## config.mk

```make
export PLATFORM = sky130hd
export DESIGN_NAME = uart_rx_cmd_ctrl
export DESIGN_NICKNAME = d
export VERILOG_FILES = /design/src/rtl/uart_cmd_pkg.sv /design/src/rtl/uart_cmd_timeout.sv /design/src/rtl/uart_rx_cmd_ctrl.sv
export SDC_FILE = /design/constraint.sdc
export NUM_CORES = 1
export LEC_CHECK = 0
export ABC_AREA = 0
export CAP_MARGIN = 30
export CORE_MARGIN = 5
export CORE_UTILIZATION = 27
export CTS_CLUSTER_SIZE = 30
export DETAILED_ROUTE_END_ITERATION = 10
export PLACE_DENSITY = 0.57
export SLEW_MARGIN = 15
export SYNTH_ARGS = -nofsm -noshare
export SYNTH_HDL_FRONTEND = slang
export SYNTH_SLANG_ARGS = --single-unit
```

## constraint.sdc

```tcl
create_clock -name CLK -period 1.9 [get_ports CLK]
set_input_delay 0.38 -clock CLK [delete_from_list [all_inputs] [get_ports CLK]]
set_output_delay 0.38 -clock CLK [all_outputs]
set_load 0.02 [all_outputs]
```

## src/rtl/uart_cmd_pkg.sv

```systemverilog
// Shared constants and types for the UART command sequencer.
// Opcodes, FSM states, CFG byte layout and legal oversampling ratios.
package uart_cmd_pkg;

    localparam logic [7:0] OP_WR  = 8'hAA;
    localparam logic [7:0] OP_RD  = 8'hBB;
    localparam logic [7:0] OP_CFG = 8'hCC;

    typedef enum logic [2:0] {
        ST_IDLE,
        ST_WR_ADDR,
        ST_WR_DATA,
        ST_RD_ADDR,
        ST_RD_WAIT,
        ST_TX_SEND,
        ST_CFG_DATA
    } state_t;

    localparam int CFG_TYP_BIT = 7;
    localparam int CFG_EN_BIT  = 6;
    localparam int CFG_PS_MSB  = 5;
    localparam int CFG_PS_LSB  = 0;

    localparam logic [5:0] PS_8  = 6'd8;
    localparam logic [5:0] PS_16 = 6'd16;
    localparam logic [5:0] PS_32 = 6'd32;

    function automatic logic ps_legal(input logic [5:0] ps);
        return (ps == PS_8) || (ps == PS_16) || (ps == PS_32);
    endfunction

endpackage

```

## src/rtl/uart_cmd_timeout.sv

```systemverilog
// Inactivity counter: cleared on demand, counts while enabled,
// flags the terminal count while enabled.
module uart_cmd_timeout #(
    parameter int TIMEOUT_CYC = 4096
) (
    input  logic clk,
    input  logic rst_n,
    input  logic clr,
    input  logic en,
    output logic tc
);

    localparam int CW = (TIMEOUT_CYC > 2) ? $clog2(TIMEOUT_CYC) : 1;
    localparam logic [CW-1:0] TC_VAL = CW'(TIMEOUT_CYC - 1);

    logic [CW-1:0] cnt;

    assign tc = en && (cnt == TC_VAL);

    always_ff @(posedge clk) begin
        if (!rst_n) begin
            cnt <= '0;
        end else if (clr) begin
            cnt <= '0;
        end else if (en && !tc) begin
            cnt <= cnt + CW'(1);
        end
    end

endmodule

```

## src/rtl/uart_rx_cmd_ctrl.sv

```systemverilog
// Command sequencer between the UART receiver and the register file.
// Decodes write/read/config frames and returns read data to the transmitter.
module uart_rx_cmd_ctrl #(
    parameter int ADDR_W       = 4,
    parameter int TIMEOUT_CYC  = 4096,
    parameter int RST_PRESCALE = 8
) (
    input  logic              CLK,
    input  logic              RST,
    input  logic [7:0]        RX_P_DATA,
    input  logic              RX_D_VLD,
    input  logic              RX_PAR_ERR,
    input  logic              RX_STP_ERR,
    output logic [ADDR_W-1:0] RF_ADDR,
    output logic              RF_WR_EN,
    output logic [7:0]        RF_WR_DATA,
    output logic              RF_RD_EN,
    input  logic [7:0]        RF_RD_DATA,
    input  logic              RF_RD_VLD,
    output logic [7:0]        TX_P_DATA,
    output logic              TX_D_VLD,
    input  logic              TX_BUSY,
    output logic [5:0]        CFG_PRESCALE,
    output logic              CFG_PAR_EN,
    output logic              CFG_PAR_TYP,
    output logic [7:0]        ERR_CNT
);

    import uart_cmd_pkg::*;

    state_t state, state_nxt;

    logic rx_err, rx_ok, addr_ok, ps_ok;
    logic is_wr, is_rd, is_cfg;
    logic timed, tmo_tc, tmo_clr;
    logic err_inc, addr_ld, wr_go, rd_go, cfg_ld, txd_ld;

    assign rx_err  = RX_PAR_ERR | RX_STP_ERR;
    assign rx_ok   = RX_D_VLD & ~rx_err;
    assign addr_ok = (RX_P_DATA >> ADDR_W) == 8'd0;
    assign ps_ok   = ps_legal(RX_P_DATA[CFG_PS_MSB:CFG_PS_LSB]);
    assign is_wr   = RX_P_DATA == OP_WR;
    assign is_rd   = RX_P_DATA == OP_RD;
    assign is_cfg  = RX_P_DATA == OP_CFG;

    assign timed = (state == ST_WR_ADDR) || (state == ST_WR_DATA) ||
                   (state == ST_RD_ADDR) || (state == ST_RD_WAIT) ||
                   (state == ST_CFG_DATA);

    // Every accepted byte in a timed state also changes state.
    assign tmo_clr = state_nxt != state;

    uart_cmd_timeout #(
        .TIMEOUT_CYC(TIMEOUT_CYC)
    ) u_tmo (
        .clk  (CLK),
        .rst_n(RST),
        .clr  (tmo_clr),
        .en   (timed),
        .tc   (tmo_tc)
    );

    always_ff @(posedge CLK) begin
        if (!RST) begin
            state <= ST_IDLE;
        end else begin
            state <= state_nxt;
        end
    end

    always_comb begin
        state_nxt = state;
        if (rx_err) begin
            state_nxt = ST_IDLE;
        end else begin
            unique case (state)
                ST_IDLE: begin
                    if (rx_ok) begin
                        unique case (1'b1)
                            is_wr:   state_nxt = ST_WR_ADDR;
                            is_rd:   state_nxt = ST_RD_ADDR;
                            is_cfg:  state_nxt = ST_CFG_DATA;
                            default: state_nxt = ST_IDLE;
                        endcase
                    end
                end
                ST_WR_ADDR: begin
                    if (rx_ok) state_nxt = addr_ok ? ST_WR_DATA : ST_IDLE;
                    else if (tmo_tc) state_nxt = ST_IDLE;
                end
                ST_WR_DATA: begin
                    if (rx_ok || tmo_tc) state_nxt = ST_IDLE;
                end
                ST_RD_ADDR: begin
                    if (rx_ok) state_nxt = addr_ok ? ST_RD_WAIT : ST_IDLE;
                    else if (tmo_tc) state_nxt = ST_IDLE;
                end
                ST_RD_WAIT: begin
                    if (RF_RD_VLD) state_nxt = ST_TX_SEND;
                    else if (tmo_tc) state_nxt = ST_IDLE;
                end
                ST_TX_SEND: begin
                    if (!TX_BUSY) state_nxt = ST_IDLE;
                end
                ST_CFG_DATA: begin
                    if (rx_ok || tmo_tc) state_nxt = ST_IDLE;
                end
                default: state_nxt = ST_IDLE;
            endcase
        end
    end

    always_comb begin
        err_inc  = rx_err;
        addr_ld  = 1'b0;
        wr_go    = 1'b0;
        rd_go    = 1'b0;
        cfg_ld   = 1'b0;
        txd_ld   = 1'b0;
        TX_D_VLD = 1'b0;
        unique case (state)
            ST_IDLE: begin
                err_inc = rx_err | (rx_ok & ~(is_wr | is_rd | is_cfg));
            end
            ST_WR_ADDR: begin
                addr_ld = rx_ok & addr_ok;
                err_inc = rx_err | (rx_ok & ~addr_ok) | (tmo_tc & ~rx_ok);
            end
            ST_WR_DATA: begin
                wr_go   = rx_ok;
                err_inc = rx_err | (tmo_tc & ~rx_ok);
            end
            ST_RD_ADDR: begin
                addr_ld = rx_ok & addr_ok;
                rd_go   = rx_ok & addr_ok;
                err_inc = rx_err | (rx_ok & ~addr_ok) | (tmo_tc & ~rx_ok);
            end
            ST_RD_WAIT: begin
                txd_ld  = RF_RD_VLD & ~rx_err;
                err_inc = rx_err | (tmo_tc & ~RF_RD_VLD);
            end
            ST_TX_SEND: begin
                TX_D_VLD = ~TX_BUSY;
            end
            ST_CFG_DATA: begin
                cfg_ld  = rx_ok & ps_ok;
                err_inc = rx_err | (rx_ok & ~ps_ok) | (tmo_tc & ~rx_ok);
            end
            default: begin
                err_inc = rx_err;
            end
        endcase
    end

    always_ff @(posedge CLK) begin
        if (!RST) begin
            RF_ADDR      <= '0;
            RF_WR_EN     <= 1'b0;
            RF_WR_DATA   <= 8'd0;
            RF_RD_EN     <= 1'b0;
            TX_P_DATA    <= 8'd0;
            CFG_PRESCALE <= 6'(RST_PRESCALE);
            CFG_PAR_EN   <= 1'b0;
            CFG_PAR_TYP  <= 1'b0;
            ERR_CNT      <= 8'd0;
        end else begin
            RF_WR_EN <= wr_go;
            RF_RD_EN <= rd_go;
            if (addr_ld) RF_ADDR <= RX_P_DATA[ADDR_W-1:0];
            if (wr_go) RF_WR_DATA <= RX_P_DATA;
            if (txd_ld) TX_P_DATA <= RF_RD_DATA;
            if (cfg_ld) begin
                CFG_PRESCALE <= RX_P_DATA[CFG_PS_MSB:CFG_PS_LSB];
                CFG_PAR_EN   <= RX_P_DATA[CFG_EN_BIT];
                CFG_PAR_TYP  <= RX_P_DATA[CFG_TYP_BIT];
            end
            if (err_inc && ERR_CNT != 8'hFF) ERR_CNT <= ERR_CNT + 8'd1;
        end
    end

endmodule

```

==> results by group <==
STA
  • Max transition margin: 0.746
  • Worst-Margin Slew: roughly 380 ps
  • Endpoints failing hold: 0
  • Final setup margin: -0.681 ps
  • Setup-failing EPs final: 1
  • Worst Clk Skew: slightly below 5 ps
  • Period utilization: 1.00
  • TNS Setup: -0.681 ps
  • Max frequency: 0.526 GHz
  • RSZ-0062 raised after global routing: yes
  • Final min period: between 1500 and 2000 ps
  • Slew Viols, Final: 0

Synthesis
  • Syn Nets: ~320
  • Adder-cell share of the synthesized area: 0.00985
  • Mapped cell area: 2540 µm²
  • Synth unique cells: 50
  • Post-synthesis compound-gate area fraction: 0.104
  • Ys Warns: 0
  • Syn Area/Cell: 8.58 µm²
  • Post-Synth Simple-Gate Area: 0.291
  • Synth Area in XOR/XNOR: 0.0414
  • Largest family of logic cells by synthesized area: simple AND/OR/NAND/NOR gates
  • Synth Instances: 296
  • EDFF count, synth: 0
  • Fraction of registers with async set/reset: 0
  • #FFs+latches synth: 53
  • Mux cell area share after synthesis: 0.102
  • Main synth FF type: dfxtp_1
  • Post-synthesis sequential area ratio: 0.418

Clocking
  • H-Tree Depth: 2
  • CTS Root Cell: clkbuf_8
  • Cts bufs inserted: 5
  • CTS Buffer Depth: 2
  • Worst-path clk slew: about 100 ps
  • Sink Count: 53
  • TritonCTS clock tree: done
  • Skew-Pair Late Insertion Delay: 300 ps
  • CTS Hold Bufs: 0

Drt
  • Via density: 4.87
  • DRT iter0 DRCs: between 100 and 150
  • Total routed wirelength: between 7000 and 8000 µm
  • DRC Markers: 0
  • Total number of vias: 2620
  • Drt first pass iters: 4
  • Antenna-violating nets left: 0
  • Routed WL per cell: approximately 14 µm

Critical path
  • Crit path launch type: input pin
  • Worst path cell trace: clkdlybuf4s15_2, nor4_2, and4_4, o311ai_4, a22oi_2, buf_6, nor2_1, mux2i_1
  • Max incr delay on CP: 330 ps
  • CP max-delay cell: nor4_2
  • Delay-heaviest family, CP: simple AND/OR/NAND/NOR gates
  • Worst Path Arrival: 2090 ps
  • Crit path max fanout: 6
  • Worst Setup Path Type: in2reg
  • Endpoint type of the worst setup path: flop
  • CP bufs+invs: 2
  • Crit path required time: 2090 ps

Floorplanning
  • Full die area: 11400 µm²
  • Ports: 62
  • Site row count: 35
  • Die Y: 107 µm
  • DIE WIDTH: 107 µm
  • CORE AREA: 9200 µm²
  • Starting Density: 0.276

Power and ir drop
  • Cell Pwr Density: 515 nW/µm²
  • Power Total: 2170 µW
  • VDD IR-drop max: about 0.00030 V
  • P_leak: 0.00174 µW

GRT
  • Vias in the first global route: 2759
  • Grt total ovfl: 0
  • Antenna violations before repair: 0
  • Wire length of the first global-routing pass: between 10000 and 15000 µm
  • Largest net degree at the start of global routing: 23
  • GRT Total Usage: 0.133

Final layout
  • FILL cells: 893
  • Layout Nets: 451
  • Synthesis-to-finish area growth: 66.0%
  • Core Util, Final: 0.458
  • Most common cell after layout, fill and taps aside: buf_4
  • Commonest non-fill, non-tap cells in the layout: buf_4, clkdlybuf4s50_1, dfxtp_1
  • Diodes inserted: 0
  • FF+latch area: 1070 µm²
  • Layout cells sized above 1: 0.311
  • Cell Count, Final, Fillers Out: roughly 540
  • Multi-input logic area: 1650 µm²

Placed design
  • Placed cells: 527
  • Routability cong.: a little under 0.9
  • Dpl hpwl: 5590 µm
  • Number of port buffers: between 60 and 70
  • Post-Place Setup Slack: -707 ps

Hold path
  • Worst min-delay path class: reg2reg

Outcome
  • Status: finished with violations
  • Failing checks: setup timing

Job
  • Max-cap violation count: 0
## synthesized netlist by cell type (2+ instances only)
library cell | instances | area, µm²
and2_1 | 4 | 25.0
o21ai_0 | 3 | 15.0
o21ai_1 | 2 | 10.0
nor3_1 | 6 | 30.0
xnor2_1 | 3 | 26.3
nand2b_1 | 6 | 37.5
ha_1 | 2 | 25.0
nand4_1 | 13 | 81.3
xor2_1 | 9 | 78.8
buf_2 | 2 | 10.0
nand2_1 | 31 | 116
inv_1 | 6 | 22.5
dfxtp_1 | 53 | 1060
nand3_1 | 14 | 70.1
or4_1 | 2 | 15.0
mux2i_1 | 26 | 260
a22oi_1 | 3 | 22.5
nor4_1 | 7 | 43.8
nor2_1 | 45 | 169
a211oi_1 | 2 | 15.0
nor2b_1 | 2 | 12.5
o31ai_1 | 3 | 22.5
buf_4 | 2 | 15.0
clkbuf_1 | 8 | 30.0
a21oi_1 | 14 | 70.1
and4_1 | 2 | 17.5
and3_1 | 3 | 18.8
## worst register-to-register path: stages, from the launching register on
cell and delay [ps]:
dfxtp_2 360, buf_6 130, nand2_2 50, o311a_1 390, o21ai_4 100, a22oi_2 160
or4_4 510, a21oi_2 130
## where the power goes
group | total [µW] | switching, µW | leakage, µW | internal [µW]
Sequential | 1120 | 8.35 | 0.000432 | 1110
Clock | 801 | 370 | 0.0000585 | 430
Combinational | 245 | 118 | 0.00125 | 127
Total | 2170 | 497 | 0.00174 | 1670
## path summary, 6_finish.rpt
kind                            slack [ps]                           end  cells past startpoint                         start
worst max-delay path                  -0.7       ERR_CNT[1]$_SDFFE_PN0P_                      8                  RX_P_DATA[5]
worst min register to register         460  CFG_PRESCALE[4]$_SDFFE_PN0P_                      2  CFG_PRESCALE[4]$_SDFFE_PN0P_
worst max register to register          10       ERR_CNT[2]$_SDFFE_PN0P_                      7           state[0]$_SDFF_PN0_
worst min-delay path                   460  CFG_PRESCALE[4]$_SDFFE_PN0P_                      2  CFG_PRESCALE[4]$_SDFFE_PN0P_
## registers in the layout (all words and copies together) (netlist names), 3 cells and up
signal	cells
CFG_PRESCALE	6
ERR_CNT	8
RF_ADDR	4
RF_WR_DATA	8
TX_P_DATA	8
state	3
u_tmo.cnt	12
## per-layer routing
layer	GRT usage	up-vias	routed length, µm
li1	-	1316	-
met1	0.163	1230	3240
met2	0.233	64	3820
met3	0.0343	10	425
met4	0.0338	0	89
met5	0	-	0
## cell type report
cell class	instances	share of cell area
multi-input combinational	223	0.392
inverter	7	0.00623
clock inverter	1	0.00712
clock buffer	7	0.0205
tap	111	0.0329
timing repair buffer	136	0.286
sequential	53	0.255
## kinds of logic (layout without fill, tap and decap cells)
logic type / count (synthesis) / in the layout
AO/OA/AOI/OAI: 39 / 39
multiplexers: 26 / 26
buffers and inverters: 20 / 151
flip-flops: 53 / 53
adder cells (fa/ha/maj): 2 / 2
XOR/XNOR: 12 / 12
AND/OR/NAND/NOR: 144 / 144
## per-stage QoR
step | hold slack, ps | instance area [µm²]
final | 462 | 4220
after global routing | 486 | 4220
after CTS | 467 | 4070
after detailed placement | 453 | 3810
after global placement | 447 | 3810
after floorplan | 480 | 2560
## repair_timing
item / 4_1_cts / 5_1_grt
setup endpoints to repair: 21 / 21
gates resized for setup: 49 / 33
cloned: 0 / 0
pin swaps: 16 / 12
setup buffers: 1 / 2
No activity file was read; power rests on OpenSTA's default activity.
